==> config.mk <==
export PLATFORM = sky130hd
export DESIGN_NAME = tone_sequencer_flat
export DESIGN_NICKNAME = d
export VERILOG_FILES = /design/src/rtl/tone_sequencer_if.sv /design/src/rtl/tone_sequencer.sv /design/src/flat_wrapper.sv
export SDC_FILE = /design/constraint.sdc
export NUM_CORES = 1
export LEC_CHECK = 0
export CELL_PAD_IN_SITES_DETAIL_PLACEMENT = 1
export CELL_PAD_IN_SITES_GLOBAL_PLACEMENT = 1
export CORE_ASPECT_RATIO = 0.8
export CORE_MARGIN = 2
export CORE_UTILIZATION = 36
export DETAILED_ROUTE_END_ITERATION = 8
export PLACE_DENSITY_LB_ADDON = 0.08
export RECOVER_POWER = 50
export SKIP_LAST_GASP = 1
export SYNTH_ARGS = -nofsm -noshare
export SYNTH_HDL_FRONTEND = slang
export SYNTH_SLANG_ARGS = --single-unit
export TNS_END_PERCENT = 1
==> constraint.sdc <==
create_clock -name CLOCK_50 -period 3 [get_ports CLOCK_50]
set_clock_uncertainty 0.2 [all_clocks]
set_input_delay 0.45 -clock CLOCK_50 [delete_from_list [all_inputs] [get_ports CLOCK_50]]
set_output_delay 0.45 -clock CLOCK_50 [all_outputs]
set_load 0.02 [all_outputs]
==> src/rtl/tone_sequencer_if.sv <==
// Control, ROM and Audio_Controller signals of tone_sequencer.
// The sequencer connects through the slave modport; its driver connects through the master modport.
interface tone_sequencer_if #(
   parameter int DELAY_W = 19,
   parameter int ADDR_W  = 10
);
   logic               start;
   logic               stop;
   logic               loop;
   logic [ADDR_W-1:0]  rom_addr;
   logic [DELAY_W-1:0] rom_q;
   logic               audio_out_allowed;
   logic               audio_in_available;
   logic [31:0]        left_channel_audio_in;
   logic               read_audio_in;
   logic               write_audio_out;
   logic [31:0]        left_channel_audio_out;
   logic [31:0]        right_channel_audio_out;
   logic               busy;
   logic               done;

   modport master (
      output start, stop, loop, rom_q, audio_out_allowed, audio_in_available,
             left_channel_audio_in,
      input  rom_addr, read_audio_in, write_audio_out, left_channel_audio_out,
             right_channel_audio_out, busy, done
   );

   modport slave (
      input  start, stop, loop, rom_q, audio_out_allowed, audio_in_available,
             left_channel_audio_in,
      output rom_addr, read_audio_in, write_audio_out, left_channel_audio_out,
             right_channel_audio_out, busy, done
   );
endinterface

==> src/rtl/tone_sequencer.sv <==
// ROM-driven square-wave melody player feeding Audio_Controller.
// Define TONE_SEQUENCER_MIX_MIC_EN to add the microphone sample to the tone.
module tone_sequencer #(
   parameter int DELAY_W     = 19,
   parameter int ADDR_W      = 10,
   parameter int SONG_LEN    = 1000,
   parameter int BEAT_CYCLES = 2500000,
   parameter int AMPLITUDE   = 100000000,
   parameter int ROM_LAT     = 2
) (
   input logic               CLOCK_50,
   input logic               resetn,
   tone_sequencer_if.slave   bus
);
   localparam int BEAT_W  = (BEAT_CYCLES > 1) ? $clog2(BEAT_CYCLES) : 1;
   localparam int FETCH_W = (ROM_LAT > 1) ? $clog2(ROM_LAT) : 1;
   localparam logic [BEAT_W-1:0]  BEAT_LAST  = BEAT_W'(BEAT_CYCLES - 1);
   localparam logic [FETCH_W-1:0] FETCH_LAST = FETCH_W'(ROM_LAT - 1);
   localparam logic [ADDR_W-1:0]  ADDR_LAST  = ADDR_W'(SONG_LEN - 1);
   localparam logic [31:0]        AMP_POS    = 32'(AMPLITUDE);
   localparam logic [31:0]        AMP_NEG    = 32'd0 - 32'(AMPLITUDE);

   typedef enum logic [1:0] {
      S_IDLE  = 2'd0,
      S_FETCH = 2'd1,
      S_PLAY  = 2'd2,
      S_DONE  = 2'd3
   } state_t;

   state_t             r_state;
   logic [ADDR_W-1:0]  r_rom_addr;
   logic [FETCH_W-1:0] r_fetch_cnt;
   logic [DELAY_W-1:0] r_note;
   logic [DELAY_W-1:0] r_half_cnt;
   logic [BEAT_W-1:0]  r_beat_cnt;
   logic               r_phase;
   logic               r_loop;
   logic               r_busy;
   logic               r_done;
   logic [31:0]        r_sample;
   logic [31:0]        w_tone;

   // Tone value for the next sample; a stop forces silence on the same edge.
   always_comb begin
      if (bus.stop) begin
         w_tone = 32'd0;
      end else if ((r_state == S_PLAY) && (r_note != '0)) begin
         w_tone = r_phase ? AMP_POS : AMP_NEG;
      end else begin
         w_tone = 32'd0;
      end
   end

   // Sequencer FSM with its counters and registered outputs.
   always_ff @(posedge CLOCK_50 or negedge resetn) begin
      if (!resetn) begin
         r_state     <= S_IDLE;
         r_rom_addr  <= '0;
         r_fetch_cnt <= '0;
         r_note      <= '0;
         r_half_cnt  <= '0;
         r_beat_cnt  <= '0;
         r_phase     <= 1'b0;
         r_loop      <= 1'b0;
         r_busy      <= 1'b0;
         r_done      <= 1'b0;
         r_sample    <= 32'd0;
      end else begin
         r_done <= 1'b0;
`ifdef TONE_SEQUENCER_MIX_MIC_EN
         r_sample <= bus.left_channel_audio_in + w_tone;
`else
         r_sample <= w_tone;
`endif
         if (bus.stop) begin
            r_state     <= S_IDLE;
            r_rom_addr  <= '0;
            r_fetch_cnt <= '0;
            r_phase     <= 1'b0;
            r_busy      <= 1'b0;
         end else if (bus.start) begin
            r_state     <= S_FETCH;
            r_rom_addr  <= '0;
            r_fetch_cnt <= '0;
            r_loop      <= bus.loop;
            r_busy      <= 1'b1;
         end else begin
            case (r_state)
               S_IDLE: begin
                  r_busy <= 1'b0;
               end
               S_FETCH: begin
                  if (r_fetch_cnt == FETCH_LAST) begin
                     r_note     <= bus.rom_q;
                     r_half_cnt <= '0;
                     r_beat_cnt <= '0;
                     r_phase    <= 1'b0;
                     r_state    <= S_PLAY;
                  end else begin
                     r_fetch_cnt <= r_fetch_cnt + FETCH_W'(1);
                  end
               end
               S_PLAY: begin
                  // A zero note is a rest: the half-period counter runs but never toggles.
                  if ((r_note != '0) && (r_half_cnt == r_note)) begin
                     r_half_cnt <= '0;
                     r_phase    <= ~r_phase;
                  end else begin
                     r_half_cnt <= r_half_cnt + DELAY_W'(1);
                  end
                  if (r_beat_cnt == BEAT_LAST) begin
                     r_beat_cnt  <= '0;
                     r_fetch_cnt <= '0;
                     if (r_rom_addr < ADDR_LAST) begin
                        r_rom_addr <= r_rom_addr + ADDR_W'(1);
                        r_state    <= S_FETCH;
                     end else if (r_loop) begin
                        r_rom_addr <= '0;
                        r_state    <= S_FETCH;
                     end else begin
                        r_rom_addr <= '0;
                        r_busy     <= 1'b0;
                        r_done     <= 1'b1;
                        r_state    <= S_DONE;
                     end
                  end else begin
                     r_beat_cnt <= r_beat_cnt + BEAT_W'(1);
                  end
               end
               S_DONE: begin
                  r_state <= S_IDLE;
               end
               default: begin
                  r_state <= S_IDLE;
                  r_busy  <= 1'b0;
               end
            endcase
         end
      end
   end

   assign bus.rom_addr                = r_rom_addr;
   assign bus.busy                    = r_busy;
   assign bus.done                    = r_done;
   assign bus.left_channel_audio_out  = r_sample;
   assign bus.right_channel_audio_out = r_sample;

`ifdef TONE_SEQUENCER_MIX_MIC_EN
   assign bus.read_audio_in   = bus.audio_in_available & bus.audio_out_allowed;
   assign bus.write_audio_out = bus.audio_in_available & bus.audio_out_allowed & r_busy;
`else
   logic w_unused_mic;
   assign w_unused_mic        = ^{bus.left_channel_audio_in, bus.audio_in_available};
   assign bus.read_audio_in   = 1'b0;
   assign bus.write_audio_out = bus.audio_out_allowed & r_busy;
`endif
endmodule
==> src/flat_wrapper.sv <==
// flat-port wrapper written by rule: the top's interface ports become plain ports
module tone_sequencer_flat 
#(
   parameter int DELAY_W     = 19,
   parameter int ADDR_W      = 10,
   parameter int SONG_LEN    = 1000,
   parameter int BEAT_CYCLES = 2500000,
   parameter int AMPLITUDE   = 100000000,
   parameter int ROM_LAT     = 2
)
  (CLOCK_50, resetn, bus_start, bus_stop, bus_loop, bus_rom_q, bus_audio_out_allowed, bus_audio_in_available, bus_left_channel_audio_in, bus_rom_addr, bus_read_audio_in, bus_write_audio_out, bus_left_channel_audio_out, bus_right_channel_audio_out, bus_busy, bus_done);
  tone_sequencer_if #(.DELAY_W(DELAY_W), .ADDR_W(ADDR_W)) bus_i ();
  input logic CLOCK_50;
  input logic resetn;
  input wire logic [$bits(bus_i.start)-1:0] bus_start;
  input wire logic [$bits(bus_i.stop)-1:0] bus_stop;
  input wire logic [$bits(bus_i.loop)-1:0] bus_loop;
  input wire logic [$bits(bus_i.rom_q)-1:0] bus_rom_q;
  input wire logic [$bits(bus_i.audio_out_allowed)-1:0] bus_audio_out_allowed;
  input wire logic [$bits(bus_i.audio_in_available)-1:0] bus_audio_in_available;
  input wire logic [$bits(bus_i.left_channel_audio_in)-1:0] bus_left_channel_audio_in;
  output wire logic [$bits(bus_i.rom_addr)-1:0] bus_rom_addr;
  output wire logic [$bits(bus_i.read_audio_in)-1:0] bus_read_audio_in;
  output wire logic [$bits(bus_i.write_audio_out)-1:0] bus_write_audio_out;
  output wire logic [$bits(bus_i.left_channel_audio_out)-1:0] bus_left_channel_audio_out;
  output wire logic [$bits(bus_i.right_channel_audio_out)-1:0] bus_right_channel_audio_out;
  output wire logic [$bits(bus_i.busy)-1:0] bus_busy;
  output wire logic [$bits(bus_i.done)-1:0] bus_done;
  assign bus_i.start = bus_start;
  assign bus_i.stop = bus_stop;
  assign bus_i.loop = bus_loop;
  assign bus_i.rom_q = bus_rom_q;
  assign bus_i.audio_out_allowed = bus_audio_out_allowed;
  assign bus_i.audio_in_available = bus_audio_in_available;
  assign bus_i.left_channel_audio_in = bus_left_channel_audio_in;
  assign bus_rom_addr = bus_i.rom_addr;
  assign bus_read_audio_in = bus_i.read_audio_in;
  assign bus_write_audio_out = bus_i.write_audio_out;
  assign bus_left_channel_audio_out = bus_i.left_channel_audio_out;
  assign bus_right_channel_audio_out = bus_i.right_channel_audio_out;
  assign bus_busy = bus_i.busy;
  assign bus_done = bus_i.done;
  tone_sequencer #(.DELAY_W(DELAY_W), .ADDR_W(ADDR_W), .SONG_LEN(SONG_LEN), .BEAT_CYCLES(BEAT_CYCLES), .AMPLITUDE(AMPLITUDE), .ROM_LAT(ROM_LAT)) u_core (.CLOCK_50(CLOCK_50), .resetn(resetn), .bus(bus_i));
endmodule
======== After elaboration in Yosys (flattened, before gate mapping) ========
Index checks and enable logic that the tools add are counted.
W data, S select, Z words.
storage, ports and cells
  register bits after elaboration ......... 109
  input bits .............................. 58
  output and inout port bits .............. 78
  word-level logic and storage cells ...... 95
cells by class
  $add $sub $neg .......................... 4
  $lt $le $gt $ge ......................... 1
  eq/ne operators ......................... 13
  muxes and demuxes ....................... 43
  bitwise operators ....................... 4
  reductions and logical operators ........ 19
operators with widths
  cell                     count
  $mux W32                 3
  $mux W10                 5
  $mux W22                 2
  $pmux W22 S2             1
  $mux W19                 2
  $pmux W19 S2             1
  $add A22 B1 Y22 const B  1
  $eq A22 B22 Y1 const B   1
  $add A19 B1 Y19 const B  1
  $eq A19 B19 Y1           1
  $mux W1                  19
  $reduce_bool A19 Y1      1
  $reduce_and A4 Y1        4
  $mux W2                  6
  $ne A4 B4 Y1 const B     3
  $add A10 B1 Y10 const B  1
  $lt A10 B10 Y1 const B   1
  $reduce_bool A3 Y1       3
  $reduce_bool A4 Y1       2
  $pmux W1 S2              3
  $pmux W2 S3              1
  $reduce_and A2 Y1        3
  $reduce_bool A5 Y1       1
  $eq A2 B2 Y1 const B     2
  other kinds (12)         16

======== Longest topological paths before layout ========
  depth after elaboration ................. 6
  mapped depth ............................ 9
  mapped depth without buffers ............ 8

======== Worst setup path after synthesis ========
OpenSTA, ideal clock, no wires.
  path kind ............................... in2reg
  start ................................... input port bus_stop
  end ..................................... register u_core.r_note[10]
  setup time .............................. 0.125 ns
  data arrival time ....................... 2.126 ns
  required time ........................... 2.675 ns
  setup slack ............................. 0.549 ns
  stages .................................. 6
  buffers on the path ..................... 3
  path through ............................ buf_2 -> or2_2 -> clkbuf_1 -> nor2_1 -> buf_2 -> mux2_2
between the ends
  longest elaborated chain between the ends .. 2
RTL lines
  element                      line                  source
  from (decl)                  flat_wrapper.sv:16    input wire logic [$bits(bus_i.stop)-1:0] bus_stop;
  $not A1 Y1 (no line)         --
  $reduce_and A4 Y1 (no line)  --
  to (signal assigned)         tone_sequencer.sv:94  r_note <= bus.rom_q;
  to (decl)                    tone_sequencer.sv:33  logic [DELAY_W-1:0] r_note;
Every way passes these cells.
A chain may end at the register's enable or synchronous reset.

======== Worst setup path after layout ========
  start ................................... register u_core.r_beat_cnt[0]
  end ..................................... register u_core.r_rom_addr[5], in the netlist u_core.bus.rom_addr[5]
between the ends
  longest elaborated chain between the ends .. 3
RTL lines
  element                       line                   source
  from (decl)                   tone_sequencer.sv:35   logic [BEAT_W-1:0] r_beat_cnt;
  from (signal assigned)        tone_sequencer.sv:127  r_beat_cnt <= r_beat_cnt + BEAT_W'(1);
  $eq A22 B22 Y1                tone_sequencer.sv:111  if (r_beat_cnt == BEAT_LAST) begin
  $reduce_bool A3 Y1 (no line)  --
  $reduce_and A2 Y1 (no line)   --
  to (signal assigned)          tone_sequencer.sv:115  r_rom_addr <= r_rom_addr + ADDR_W'(1);
  to (decl)                     tone_sequencer.sv:31   logic [ADDR_W-1:0] r_rom_addr;
Every way passes these cells.

==> flow_metrics.py <==
metrics = {
    "yosys": {
        "synth.avg_cell_area_sq_um": 9.507,
        "synth_area_sq_um": 4658,
        "async_flop_share_pct": 100.0,
        "netlist.area_leader.share_pct": 42.98,
        "synth_edf_count": 0,
        "ys_ff_latch": 80,
        "ys_types": 51,
        "yosysMostFrequentCell": "dfrtp_1",
        "yosys-top-cells-count": "80 x dfrtp_1, 63 x buf_4, 38 x nor2_1, 36 x xor2_1",
        "synth_warnings": 0,
        "ys_seq_area_share_pct": 42.98,
        "syn_inst": 490,
        "ys.flop_type": "dfrtp_1",
        "yosysTopAreaCell": "dfrtp_1",
        "synth.area.top_cells": "dfrtp_1 43%, buf_4 10%, xor2_1 6.8%",
    },
    "drt": {
        "wl_microns": 11860,
        "avgViaCountPerCell": 5.105,
        "drt-met1-wl_microns": 5708,
        "ant_nets": 0,
        "wl_met3_microns": 681,
        "vias": 3701,
        "highest_layer": "met4",
        "route.detailed.drc": 0,
        "dr_wl_met2_microns": 5384,
        "drt_iter0_markers": 182,
        "first_pass_iters": 4,
        "wl_per_cell_microns": 16.36,
    },
    "sta": {
        "fin_tns_setup_ns": 0,
        "max_clock_freq_mhz": 370.4,
        "min_period_ns": 2.700,
        "rsz0062_at_grt": "false",
        "slew_viol_final": 0,
        "holdWs_ns": 0.2815,
        "setup_viol": 0,
        "min_period_over_period_pct": 89.98,
        "slew_headroom_pct": 30.25,
        "final_hold_viol_count": 0,
        "max_slew.worst_pin.slew_ns": 1.046,
        "layout_setup_ws_ns": 0.3005,
    },
    "critical_path": {
        "critPathMaxFanout": 7,
        "path_depth": 6,
        "cpMaxStageDelayCell": "or4_4",
        "slowest_delay_ns": 0.57,
        "crit_arrival_ns": 2.74,
        "worst-path-buf-inv": 0,
        "rr_worst_depth": 6,
        "cp_top_family": "simple AND/OR/NAND/NOR gates",
        "cp.required_ns": 3.05,
        "crit_type": "reg2reg",
        "cp_cell_sequence": "ha_1, nand4_2, or4_4, o21ai_0, nand2b_1, o31ai_1",
        "worst_setup_path_start_kind": "flop",
        "timing.rr.start": "u_core.r_beat_cnt[0]",
        "cp-end-kind": "flop",
        "cp-startpoint": "u_core.r_beat_cnt[0]",
    },
    "global_routing": {
        "grt_pass1_wl_microns": 19750,
        "antenna_found_initial": 0,
        "track_usage_pct": 17.92,
        "grt_pass1_vias": 3754,
        "grt_start_max_net_pins": 63,
        "grt.overflow.total": 0,
    },
    "die": {
        "die_w_microns": 131.2,
        "initial_core_util_pct": 36.59,
        "std_cell_rows": 37,
        "core_area_sq_um": 12730,
        "die_y_microns": 105.7,
        "ioPinCount": 136,
        "die-area_sq_um": 13870,
    },
    "power": {
        "ir_drop_mv": 0.3267,
        "powerDensity_nw_per_um2": 500.1,
        "p_leak_nw": 2.590,
    },
    "placed_design": {
        "place_area_sq_um": 5419,
        "place.gp.congestion": 0.7471,
        "io_buffer_count": 85,
        "dp_hpwl_microns": 8611,
        "pre_cts_ws_ns": 0.2375,
    },
    "clock_tree": {
        "clockRootBuffer": "clkbuf_16",
        "ctsHtreeMaxLevel": 3,
        "insertion_delay_ns": 0.34,
        "cts_tree": "yes",
        "cts_buffers": 9,
        "cts_max_path_buffers": 2,
        "cts.sinks": 80,
        "cts_resized": 0,
        "path_clk_slew_ns": 0.06,
    },
    "layout": {
        "antennaDiodeCount": 0,
        "final_nets": 610,
        "fin_area_sq_um": 5722,
        "multi_input_area_sq_um": 2128,
        "final_util_pct": 44.94,
        "drive_above_1_share_pct": 10.00,
        "seq_area_sq_um": 2002,
        "syn_to_final_growth_pct": 22.83,
        "num-fill-cells": 1472,
    },
    "worst_hold_path": {
        "min_delay_path_depth": 1,
        "hold_path_class": "reg2reg",
        "holdCritStartpoint": "u_core.r_beat_cnt[21]",
    },
    "outcome": {
        "status": "finished clean",
    },
    "flow_run": {
        "cap_violations": 0,
    },
}
==> power breakdown <==
part,leakage (nW),internal (mW),switching (mW)
registers,1.09,1.16,0.0928
logic,1.34,0.173,0.186
clock network,0.162,0.810,0.443
total,2.59,2.14,0.722
==> cell usage in the layout, fill, tap and decap left out, drive strengths merged, types with 3 or more instances in the layout <==
cell,Yosys,routed
o21ai,29,29
nor4,15,15
a21o,4,4
and3,16,16
and2,4,4
nor3,11,11
ha,7,7
xnor2,3,3
xor2,36,36
dfrtp,80,80
nor2,38,38
and4,3,3
nand2b,6,6
clkbuf,11,18
a21oi,15,15
nand3,28,28
buf,69,15
nand4,9,9
mux2,19,19
nor2b,3,3
o31ai,15,15
nand2,29,29
a31oi,4,4
nand3b,3,3
clkdlybuf4s50,0,69
conb,1,17
inv,10,10
bufinv,0,3
dlygate4sd3,0,16
==> what timing repair did <==
action | 4_1_cts | 5_1_grt
endpoints found under the hold margin | 18 | 0
buffers inserted | 0 | 0
hold buffers | 1 | 0
==> final cells by class <==
type / count / share of cell area, %
clock buffers: 10 / 4.002
clock inverters: 6 / 1.881
inverters: 10 / 0.6560
multi-input cells: 336 / 37.20
flip-flops and latches: 80 / 34.99
well taps: 175 / 3.827
repair buffers: 108 / 17.45
==> cells by family (layout without fill, tap and decap cells) <==
group | after synthesis | in the layout | share of synthesized area, %
other | 1 | 17 | 0.08050
buffers and inverters | 90 | 134 | 12.65
flip-flops | 80 | 80 | 42.98
XOR/XNOR | 39 | 39 | 7.333
multiplexers | 21 | 21 | 5.023
AND/OR/NAND/NOR | 173 | 173 | 19.53
adder cells (fa/ha/maj) | 7 | 7 | 1.880
AO/OA/AOI/OAI | 79 | 79 | 10.53
==> layer usage <==
layer	track usage, %	vias to the layer above
li1	-	1759
met1	23.30	1843
met2	29.40	93
met3	5.916	6
met4	3.571	0
met5	0	-
==> flip-flops by register name (all words and copies together), names as in the netlist <==
signal and flops:
u_core.bus.busy 1, u_core.r_note 19, u_core.r_loop 1, u_core.bus.done 1
u_core.r_phase 1, u_core.bus.rom_addr 10, u_core.r_beat_cnt 22, u_core.r_state 2
u_core.r_fetch_cnt 1, u_core.bus.left_channel_audio_out 3, u_core.r_half_cnt 19
==> path summary, 6_finish.rpt <==
| check | slack [ns] | endpoint |
|---|---|---|
| min in group asynchronous | 0.61 | u_core.r_beat_cnt[14] |
| max in group asynchronous | 0.46 | u_core.r_half_cnt[10] |
| max reg2reg | 0.30 | u_core.bus.rom_addr[5] |
| max | 0.30 | u_core.bus.rom_addr[5] |
| min | 0.28 | u_core.r_beat_cnt[21] |
| min reg2reg | 0.28 | u_core.r_beat_cnt[21] |
==> stage by stage <==
stage,total power [mW],instances
after floorplan,1.498,506
after global placement,1.626,708
after detailed placement,1.639,708
after CTS,2.917,725
after global routing,2.996,725
final,2.861,725
Note: power is estimated with default switching activity, not from simulation.
